**src/rtl/four_bit_serial_subtractor.sv**
```systemverilog
// Two-slice serial subtractor: d = a - b - bin, low 2-bit slice then high 2-bit slice,
// with the inter-slice borrow held in a register and a start/busy/done handshake.
module four_bit_serial_subtractor (
  input  logic       clk,
  input  logic       rst_n,
  input  logic       start,
  input  logic [3:0] a,
  input  logic [3:0] b,
  input  logic       bin,
  output logic       busy,
  output logic       done,
  output logic [3:0] d,
  output logic       bout,
  output logic       ovf
);

  typedef enum logic [1:0] {IDLE, LOW, HIGH, DONE} state_t;

  state_t     state_q, state_d;
  logic [3:0] a_q, a_d;
  logic [3:0] b_q, b_d;
  logic [3:0] d_q, d_d;
  logic       brw_q, brw_d;
  logic       bout_q, bout_d;
  logic       ovf_q, ovf_d;

  logic [2:0] slice_lo;
  logic [2:0] slice_hi;
  logic       accept;

  // Each slice yields {borrow, diff[1:0]}; bit 2 is set whenever the slice result went negative.
  assign slice_lo = {1'b0, a_q[1:0]} - {1'b0, b_q[1:0]} - {2'b00, brw_q};
  assign slice_hi = {1'b0, a_q[3:2]} - {1'b0, b_q[3:2]} - {2'b00, brw_q};

  assign accept = start & ((state_q == IDLE) | (state_q == DONE));

  always_comb begin
    // NOTE: every signal gets a default before the case so no path leaves it unassigned (no latches).
    state_d = state_q;
    a_d     = a_q;
    b_d     = b_q;
    d_d     = d_q;
    brw_d   = brw_q;
    bout_d  = bout_q;
    ovf_d   = ovf_q;

    case (state_q)
      IDLE, DONE: begin
        if (accept) begin
          // The borrow register first holds bin, then the borrow out of the low slice.
          a_d     = a;
          b_d     = b;
          brw_d   = bin;
          state_d = LOW;
        end else begin
          state_d = IDLE;
        end
      end
      LOW: begin
        d_d[1:0] = slice_lo[1:0];
        brw_d    = slice_lo[2];
        state_d  = HIGH;
      end
      HIGH: begin
        d_d[3:2] = slice_hi[1:0];
        bout_d   = slice_hi[2];
        ovf_d    = (a_q[3] != b_q[3]) & (slice_hi[1] != a_q[3]);
        state_d  = DONE;
      end
      default: state_d = IDLE;
    endcase
  end

  // NOTE: sequential state uses non-blocking assignments so all flops update together at the edge.
  always_ff @(posedge clk or negedge rst_n) begin
    if (!rst_n) begin
      state_q <= IDLE;
      a_q     <= 4'b0000;
      b_q     <= 4'b0000;
      d_q     <= 4'b0000;
      brw_q   <= 1'b0;
      bout_q  <= 1'b0;
      ovf_q   <= 1'b0;
    end else begin
      state_q <= state_d;
      a_q     <= a_d;
      b_q     <= b_d;
      d_q     <= d_d;
      brw_q   <= brw_d;
      bout_q  <= bout_d;
      ovf_q   <= ovf_d;
    end
  end

  assign busy = (state_q == LOW) | (state_q == HIGH);
  assign done = (state_q == DONE);
  assign d    = d_q;
  assign bout = bout_q;
  assign ovf  = ovf_q;

endmodule

```
**config.mk**
```make
export PLATFORM = sky130hd
export DESIGN_NAME = four_bit_serial_subtractor
export DESIGN_NICKNAME = d
export VERILOG_FILES = /design/src/rtl/four_bit_serial_subtractor.sv
export SDC_FILE = /design/constraint.sdc
export NUM_CORES = 1
export LEC_CHECK = 0
export ABC_AREA = 1
export CORE_MARGIN = 2
export CORE_UTILIZATION = 54
export CTS_BUF_LIST = sky130_fd_sc_hd__clkbuf_4 sky130_fd_sc_hd__clkbuf_8
export DETAILED_ROUTE_END_ITERATION = 12
export HOLD_SLACK_MARGIN = 0.03
export PLACE_DENSITY = 0.95
export SYNTH_ARGS = -nofsm -noshare
export SYNTH_HDL_FRONTEND = slang
export SYNTH_SLANG_ARGS = --single-unit
```
**constraint.sdc**
```tcl
create_clock -name clk -period 3.08 [get_ports clk]
set_input_delay 0.77 -clock clk [delete_from_list [all_inputs] [get_ports clk]]
set_output_delay 0.77 -clock clk [all_outputs]
set_load 0.01 [all_outputs]
```
==> impl_metrics.py <==
metrics = {
    "finish": {
        "final_nets": 133,
        "seqCellArea_um2": 425,
        "nFillCells": 106,
        "multi_input_area_um2": 347,
        "antenna_cells": 0,
        "area_growth_pct": 27.3,
        "final_core_util_pct": 71.8,
        "drive_gt1_share_pct": 9.73,
    },
    "min_path": {
        "min_path_type": "flop to flop",
    },
    "cts": {
        "ctsResizeCount": 0,
        "cts_buffers": 3,
        "clock_latency_ns": 0.29,
        "clk_pin_slew_ns": 0.10,
        "cts_setup_buffers": 0,
        "cts_root_buf": "clkbuf_4",
        "cts.sinks": 17,
        "clockBufferDepth": 2,
        "cts_htree_levels": 1,
        "tritoncts": "yes",
        "ctsHoldBuffers": 0,
    },
    "place": {
        "place_ws_ns": 0.859,
        "routabilityCongestion": 0.775,
        "hpwlAfterDp_mm": 1.07,
        "numPortBuffers": 19,
    },
    "timing": {
        "finalSetupViolations": 0,
        "rsz0062_at_grt": "no",
        "worst_pin_slew_ns": 0.753,
        "min_period_ns": 2.55,
        "setup_slack_ns": 0.534,
        "fin_crit_sh_pct": 82.6,
        "fmax_mhz": 393,
        "final.setup_skew_ns": 0.000792,
        "slew_viol_final": 0,
        "slew-limit-headroom_pct": 49.6,
        "fin_setup_tns_ns": 0,
        "hold_violations": 0,
    },
    "yosys": {
        "ys_seq_area_share_pct": 50.7,
        "ys.warnings.count": 0,
        "netlist_area_um2": 840,
        "synth_most_common_cell": "nand2_1",
        "ys.flop_type": "dfrtp_1",
        "ys_async_sr_fraction_pct": 100,
        "synth_fp_nets": 110,
        "synth-seq-cells": 17,
        "synth_area_leaders": "dfrtp_1 51%, nand2_1 13%, fa_1 9.5%",
        "synth_edf_count": 0,
        "synth_top_area_share_pct": 50.7,
        "yosys.area.top_type": "dfrtp_1",
        "syn_area_per_cell_um2": 9.23,
        "synthTopCellsByCount": "30 x nand2_1, 17 x dfrtp_1, 15 x inv_1",
        "ys_types": 12,
        "synthCells": 91,
    },
    "die": {
        "row_count": 14,
        "dieArea_mm2": 0.00189,
        "design.portCount": 20,
        "die_w_um": 43.4,
        "start_util_pct": 56.4,
        "dieHeight_um": 43.4,
        "core-area_mm2": 0.00149,
    },
    "critical_path": {
        "r2r-end": "ovf",
        "critPathLaunchType": "flop",
        "required_ns": 2.31,
        "crit_type": "flop to output port",
        "rr_startpoint": "a_q[2]",
        "critPathCapture": "busy",
        "reg2regPathDepth": 7,
        "crit_chain": "inv_1 -> ha_1 -> inv_1 -> clkdlybuf4s50_1",
        "critPathMaxFanout": 6,
        "critPathArrivalTime_ns": 1.78,
        "max_stage_delay_ns": 0.54,
        "crit_start": "state_q[0]",
        "r2r_slack_ns": 1.35,
        "end_kind": "output port",
        "cpMaxStageDelayCell": "clkdlybuf4s50_1",
        "path_common_cell": "inv_1",
    },
    "detailed_routing": {
        "drt.antenna.violating_nets": 0,
        "drc": 0,
        "via_per_inst": 4.67,
        "wl_met2_um": 667,
        "dr.first_iter.drc_count": 12,
        "vias": 602,
        "finalWirelength_mm": 1.40,
        "dr.pass1.iters": 2,
        "avgRoutedWirePerCell_um": 10.8,
        "wl_met3_um": 44,
        "highest_layer": "met4",
        "met1Wirelength_um": 641,
    },
    "global_routing": {
        "grt_pass1_vias": 524,
        "grt_use_total_pct": 17.0,
        "grt_pass1_wl_mm": 2.28,
        "grt_max_degree": 18,
        "antenna_found_initial": 0,
        "grt_overflow": 0,
    },
    "pwr": {
        "p_per_area_mw_per_mm2": 1080,
        "power_leakage_nw": 0.557,
        "ir_worst_vdd_uv": 567,
    },
    "status": {
        "status": "finished clean",
    },
    "flow_run": {
        "cap_violations": 0,
    },
}
## layout by cell type (no fill, tap or decap)
| master | n |
|---|---|
| nand2_2 | 1 |
| or2_2 | 1 |
| o21ai_0 | 2 |
| nor2_1 | 8 |
| dfrtp_1 | 17 |
| a21oi_2 | 5 |
| clkdlybuf4s50_1 | 19 |
| inv_1 | 15 |
| nand2_1 | 30 |
| nand3_1 | 4 |
| fa_1 | 4 |
| clkbuf_4 | 4 |
| ha_1 | 3 |
## logic make-up after synthesis
logic type	after synthesis	synth area share [%]
and+or+nand+nor	44	20.9
adders and majority gates	7	14.0
AOI/OAI and AO/OA	7	6.41
buffers and inverters	16	8.05
DFF	17	50.7
## cell type report
| type | count | share of cell area (%) |
|---|---|---|
| multi-input cells | 58 | 32.4 |
| repair buffers | 19 | 17.8 |
| flip-flops and latches | 17 | 39.8 |
| inverters | 15 | 5.27 |
| clock buffers | 4 | 2.81 |
| well taps | 16 | 1.87 |
## critical path, delay by kind of cell (launching register included)
family                     cells  cell delay, ns
adders and majority gates      1            0.37
buffers and inverters          3            0.73
DFF                            1            0.39
## worst min path at each step
stage                      from     end  slack (ns)  cells past startpoint
after CTS                  d[2]    d[2]        0.49                      2
after detailed placement   d[2]    d[2]        0.47                      2
after global routing       d[2]    d[2]        0.50                      2
after floorplan           rst_n  a_q[0]        0.47                      0
final                      d[0]    d[0]        0.48                      2
after global placement     bout    bout        0.45                      2
## through the flow
stage | hold WS, ns | power (mW) | instances | instance area, µm²
floorplan | 0.474 | 0.829 | 91 | 840
global placement | 0.454 | 1.00 | 125 | 1040
detailed placement | 0.467 | 1.04 | 125 | 1040
CTS | 0.490 | 1.16 | 129 | 1070
global route | 0.504 | 1.26 | 129 | 1070
finish | 0.482 | 1.15 | 129 | 1070
## sequential cells by signal, indices dropped and copies added (netlist names)
signal	flops
ovf	1
bout	1
state_q	2
brw_q	1
b_q	4
d	4
a_q	4
## per-layer routing
| metal | vias to the layer above | GRT usage, % |
|---|---|---|
| li1 | 316 | - |
| met1 | 267 | 21.9 |
| met2 | 14 | 26.0 |
| met3 | 5 | 2.50 |
| met4 | 0 | 12.7 |
| met5 | - | 0 |
## power breakdown
group	switching (mW)	internal [mW]	leakage (nW)	total, mW
clock network	0.0701	0.0592	0.0184	0.129
logic	0.338	0.281	0.338	0.619
registers	0.0680	0.338	0.201	0.406
total	0.476	0.678	0.557	1.15
Power figures use the tool's default switching activity.
==> RTL change 1: new RTL, same flow settings <==
Encoding of `state_t`: now one-hot (4 bits for 4 states).
--- a/src/rtl/four_bit_serial_subtractor.sv
+++ b/src/rtl/four_bit_serial_subtractor.sv
@@ -14,7 +14,7 @@
   output logic       ovf
 );
 
-  typedef enum logic [1:0] {IDLE, LOW, HIGH, DONE} state_t;
+  typedef enum logic [3:0] {IDLE = 4'b0001, LOW = 4'b0010, HIGH = 4'b0100, DONE = 4'b1000} state_t;
 
   state_t     state_q, state_d;
   logic [3:0] a_q, a_d;
Check against the original RTL: same outputs for any inputs over 10 cycles, from zero or initial values and one cycle with rst_n low; not proved beyond that.
==> RTL change 1 against the original RTL <==
Core utilization rose by 1.9 points. Power down 12%. Sequential cell count is 2 higher. Sequential share of layout area grew 2.7 points. Wire length rose by 13%. Die area up 4.6%. Setup slack got worse by 29 ps. Final cell count up 7.0%. Clock skew grew 0.93 ps. Critical path depth unchanged. Cell area is 5.0% higher. Area after synthesis grew 5.1%. Largest cell class unchanged. Highest routed layer unchanged.
==> RTL change 1: results (changes against the original RTL) <==
Worst hold path:
- The worst hold path stage count was 2 (unchanged).
- The startpoint identified for the worst hold timing path is d[0].
- The path class of the tightest hold or removal check is reg -> reg.

Route:
- The number of search-and-repair iterations in the first detailed-routing pass is 4 (+2).
- The starting DRC count in detailed routing came to 25 (+13).
- The via count is 691 (+15%).
- The routed length on met3 is 73 um (+66%).
- The routed length on met2 is 806 um (+21%).
- The met1 routed wirelength after detailed routing is 656 um (+2.3%).
- The post-detailed-routing wire length came to 1.57 mm (+13%).
- The highest signal layer in the routed design is met4.

Pwr:
- The leakage dissipation is 0.596 nW (+6.9%).
- The worst supply voltage drop on vdd is 0.519 mV (-8.4%).

Setup path:
- The startpoint identified for the worst register-to-register timing path is b_q[2].
- The count of cells along the worst register-to-register path is 8 (+1).
- The worst flop-to-flop path endpoint is ovf.
- The data arrival time of the critical path is 1800 ps (+20 ps).
- The setup slack of the most critical reg-to-reg path came to 1290 ps (-60 ps).
- The biggest cell delay along the critical path is 540 ps (about the same).
- The maximum fanout count along the critical path came to 8 (+2).

GRT:
- The number of antenna violations at the first check in global routing came to 0 (unchanged).
- The global-route wire length before repair is 2.80 mm (+23%).
- The pin count of the biggest net entering global routing is 20 (+2).
- The total routing usage reported by global routing is 19.9% (+2.9 points).

Synth:
- In the post-synthesis netlist, the biggest area contributors are dfrtp_1 51%, nand2_1 18%, fa_1 9.1%.
- In the synthesized netlist, the cells that appear most often are 42 x nand2_1, 18 x dfrtp_1, 12 x inv_1.
- The post-synthesis cell type count was 15 (+3).
- The synthesized netlist net count was 115 (+4.5%).
- The primary flip-flop cell chosen by synthesis mapping is dfrtp_1.
- The share of synthesized area occupied by flip-flops and latches is 54.0% (+3.4 points).

Placement:
- The number of buffers added on ports is 19 (unchanged).
- The instance area at placement is 0.00109 mm^2 (+5.2%).
- The final weighted congestion in routability-driven placement is 0.795 (+2.5%).
- The detailed-placement wirelength estimate is 1.19 mm (+11%).

Timing:
- The smallest hold slack is 490 ps (+7.40 ps).
- The setup skew after layout is 1.72 ps (+0.931 ps).
- The worst max-slew margin expressed relative to the limit came to 45.2% (-4.5 points).

Layout:
- The number of nets in the finished design was 139 (+4.5%).
- The proportion of layout cells with a drive suffix above 1 is 11.5% (+1.7 points).
- The number of inserted diodes was 0 (unchanged).

CTS:
- The depth of the CTS H-tree came to 1 (unchanged).
- The latest clock arrival within the worst-skew pair was 290 ps (about the same).
- The count of instances resized after the clock tree is built is 0 (unchanged).
- The total clock buffers created by CTS is 3 (unchanged).
- The post-CTS setup-driven buffer insertion count is 0 (unchanged).
- The tree is rooted in a clkbuf_4.
- The register clock-pin slew on the reported worst setup and hold paths was 100 ps (about the same).
- The maximum buffer depth of the clock tree is 2 (unchanged).

Outcome:
- The flow ran to the end, and the final reports show no timing, DRC or antenna violations.
==> RTL change 1: cell type report <==
type,count,area [um^2]
tap,16,20.0
timing repair buffer,19,190
fill,120,402
inverter,14,57.6
clock buffer,4,30.0
multi-input combinational,66,348
sequential,19,477
==> RTL change 1: per-layer routing <==
metal / up-vias / GRT usage [%]
li1: 338 / -
met4: 0 / 9.09
met5: - / 0
met3: 7 / 5.31
met1: 325 / 24.2
met2: 21 / 33.2
==> RTL change 1: power breakdown <==
part | leakage, nW | switching [mW] | internal (mW)
registers | 0.240 | 0.0747 | 0.356
clock network | 0.0184 | 0.0705 | 0.0592
logic | 0.337 | 0.249 | 0.204
==> RTL change 1: cell families after synthesis <==
group / Yosys count / share of synthesized area (%)
adders and majority gates: 4 / 9.08
buffers and inverters: 14 / 6.52
DFF: 19 / 54.0
and+or+nand+nor: 57 / 27.2
AOI/OAI and AO/OA: 5 / 3.12
==> RTL change 1: how the worst max path moves through the flow <==
stage	startpoint	end	slack [ps]	depth (start not counted)
after floorplan	a_q[2]	ovf	1410	7
after global placement	state_q[1]	busy	890	4
after detailed placement	state_q[1]	busy	830	4
after CTS	state_q[1]	busy	490	4
after global routing	state_q[1]	busy	350	4
final	state_q[1]	busy	510	4
==> RTL change 1: critical path: cells and delay by family (launching register included) <==
family                 cells  cell delay, ps
DFF                        1             420
and+or+nand+nor            3             550
buffers and inverters      1             540
==> RTL change 1: per-stage QoR <==
stage          cells  setup slack, ps
3_5_place_dp     134              830
5_1_grt          138              350
4_1_cts          138              491
6_report         138              505
2_1_floorplan     99             1410
3_3_place_gp     134              890
==> RTL change 2: new RTL, same flow settings <==
Made on the original files. Reset style: synchronous (`rst_n`), changed in one clocked block.
--- a/src/rtl/four_bit_serial_subtractor.sv
+++ b/src/rtl/four_bit_serial_subtractor.sv
@@ -72,7 +72,7 @@
   end
 
   // NOTE: sequential state uses non-blocking assignments so all flops update together at the edge.
-  always_ff @(posedge clk or negedge rst_n) begin
+  always_ff @(posedge clk) begin
     if (!rst_n) begin
       state_q <= IDLE;
       a_q     <= 4'b0000;
Formal check against the unedited RTL: differs if rst_n is asserted again (counterexample within 4 cycles, from zero or initial values and one cycle with rst_n low); with rst_n held inactive, the same outputs for 10 cycles.
==> RTL change 2 against the original RTL <==
Sequential share of layout area down 6.1 points. Global-route usage increased by 3.3 points. Setup slack improved by 59 ps. Cell area decreased by 5.4%. First-iteration DRC count up 8.3%. Area after synthesis decreased by 5.4%. Register-to-register slack better by 60 ps. Die area decreased by 4.9%. Highest routed layer unchanged. Sequential cell count did not move. Fmax increased by 2.4%. Wire length grew 11%.
Power is not compared: it rests on default switching activity, and its combinational part moved more than twofold at a synthesized area within 25%.
==> RTL change 2: results (changes against the original RTL) <==
Synth:
- Summed over all instances, the cell type with the most area after synthesis is dfxtp_1.
- The cell count after synthesis is 99 (+8.8%).
- The area share of fa/ha/maj cells after synthesis is 14.8% (+0.79 points).
- The share of synthesized registers carrying an async set or reset is 0% (-100 points).
- By area the synthesized netlist is led by dfxtp_1 43%, nor2_1 10%, fa_1 10%.
- The share of synthesized area occupied by flip-flops and latches is 42.8% (-7.8 points).
- The fraction of the mapped netlist area in compound gates is 14.0% (+7.6 points).
- The synthesized netlist net count was 118 (+7.3%).

Route:
- The average wire per standard cell is 11.5 um (+6.3%).
- The via density per instance came to 4.93 (+5.6%).
- The starting DRC count in detailed routing was 13 (+1).
- The post-detailed-routing wire length was 1.55 mm (+11%).

GRT:
- The pin count of the biggest net entering global routing came to 17 (-1).
- The via count of the first global-routing pass is 706 (+35%).
- The global-route wire length before repair came to 2.74 mm (+20%).

Outcome:
- The run finished with clean final reports.

Layout:
- The filler cell count was 96 (-9.4%).
- The proportion of layout cells with a drive suffix above 1 was 6.67% (-3.1 points).

Setup path:
- The maximum fanout count along the critical path came to 3 (-3).

Timing:
- The worst max-slew margin expressed relative to the limit is 65.7% (+16 points).
- The setup skew after layout is 1.55 ps (+0.758 ps).

CTS:
- The count of instances resized after the clock tree is built came to 0 (unchanged).
- The total clock buffers created by CTS was 3 (unchanged).

Placement:
- The final weighted congestion in routability-driven placement is 0.746 (-3.8%).
- The detailed-placement wirelength estimate is 1.20 mm (+12%).
- The cell total after placement is 131 (+4.8%).
-- RTL change 2: path summary, 6_finish.rpt --
check | start | endpoint | slack [ps] | depth (start not counted)
min | a_q[1] | a_q[1] | 500 | 2
max | state_q[0] | busy | 590 | 4
max reg2reg | brw_q | ovf | 1410 | 8
min reg2reg | a_q[1] | a_q[1] | 500 | 2
-- RTL change 2: routing by layer --
layer	vias up	GRT usage (%)	routed length (um)
met1	294	21.4	621
met2	22	35.1	817
li1	343	-	-
met5	-	0	0
met4	0	15.6	39
met3	6	3.88	73
-- RTL change 2: area by class of cell --
type	instances	area, um^2	area share, %
Multi-Input combinational cell	63	368	36.4
Sequential cell	17	340	33.7
Timing Repair Buffer	19	190	18.8
Inverter	17	63.8	6.31
Clock buffer	4	30.0	2.97
Tap cell	15	18.8	1.86
-- RTL change 2: power breakdown --
part | internal [mW] | switching, mW | leakage [nW]
clock | 0.0593 | 0.0698 | 0.0184
combinational | 0.0878 | 0.105 | 0.303
sequential | 0.252 | 0.0185 | 0.140
-- RTL change 2: through the flow --
stage | hold WS (ps) | worst slack (ps)
final | 497 | 593
after global routing | 538 | 503
after CTS | 502 | 564
after detailed placement | 485 | 894
after global placement | 473 | 992
after floorplan | 457 | 1490
-- RTL change 2: cells by family after synthesis --
group / count (synthesis)
AOI/OAI and AO/OA: 20
adders and majority gates: 7
buffers and inverters: 19
DFF: 17
and+or+nand+nor: 36
-- RTL change 2: worst register-to-register path, stage by stage (launching register included) --
cell and delay (ps):
dfxtp_1 330, inv_1 80, fa_1 360, inv_1 80, fa_1 450, nor2_1 130, nand2_1 60, nand2_1 50
nor2_1 30
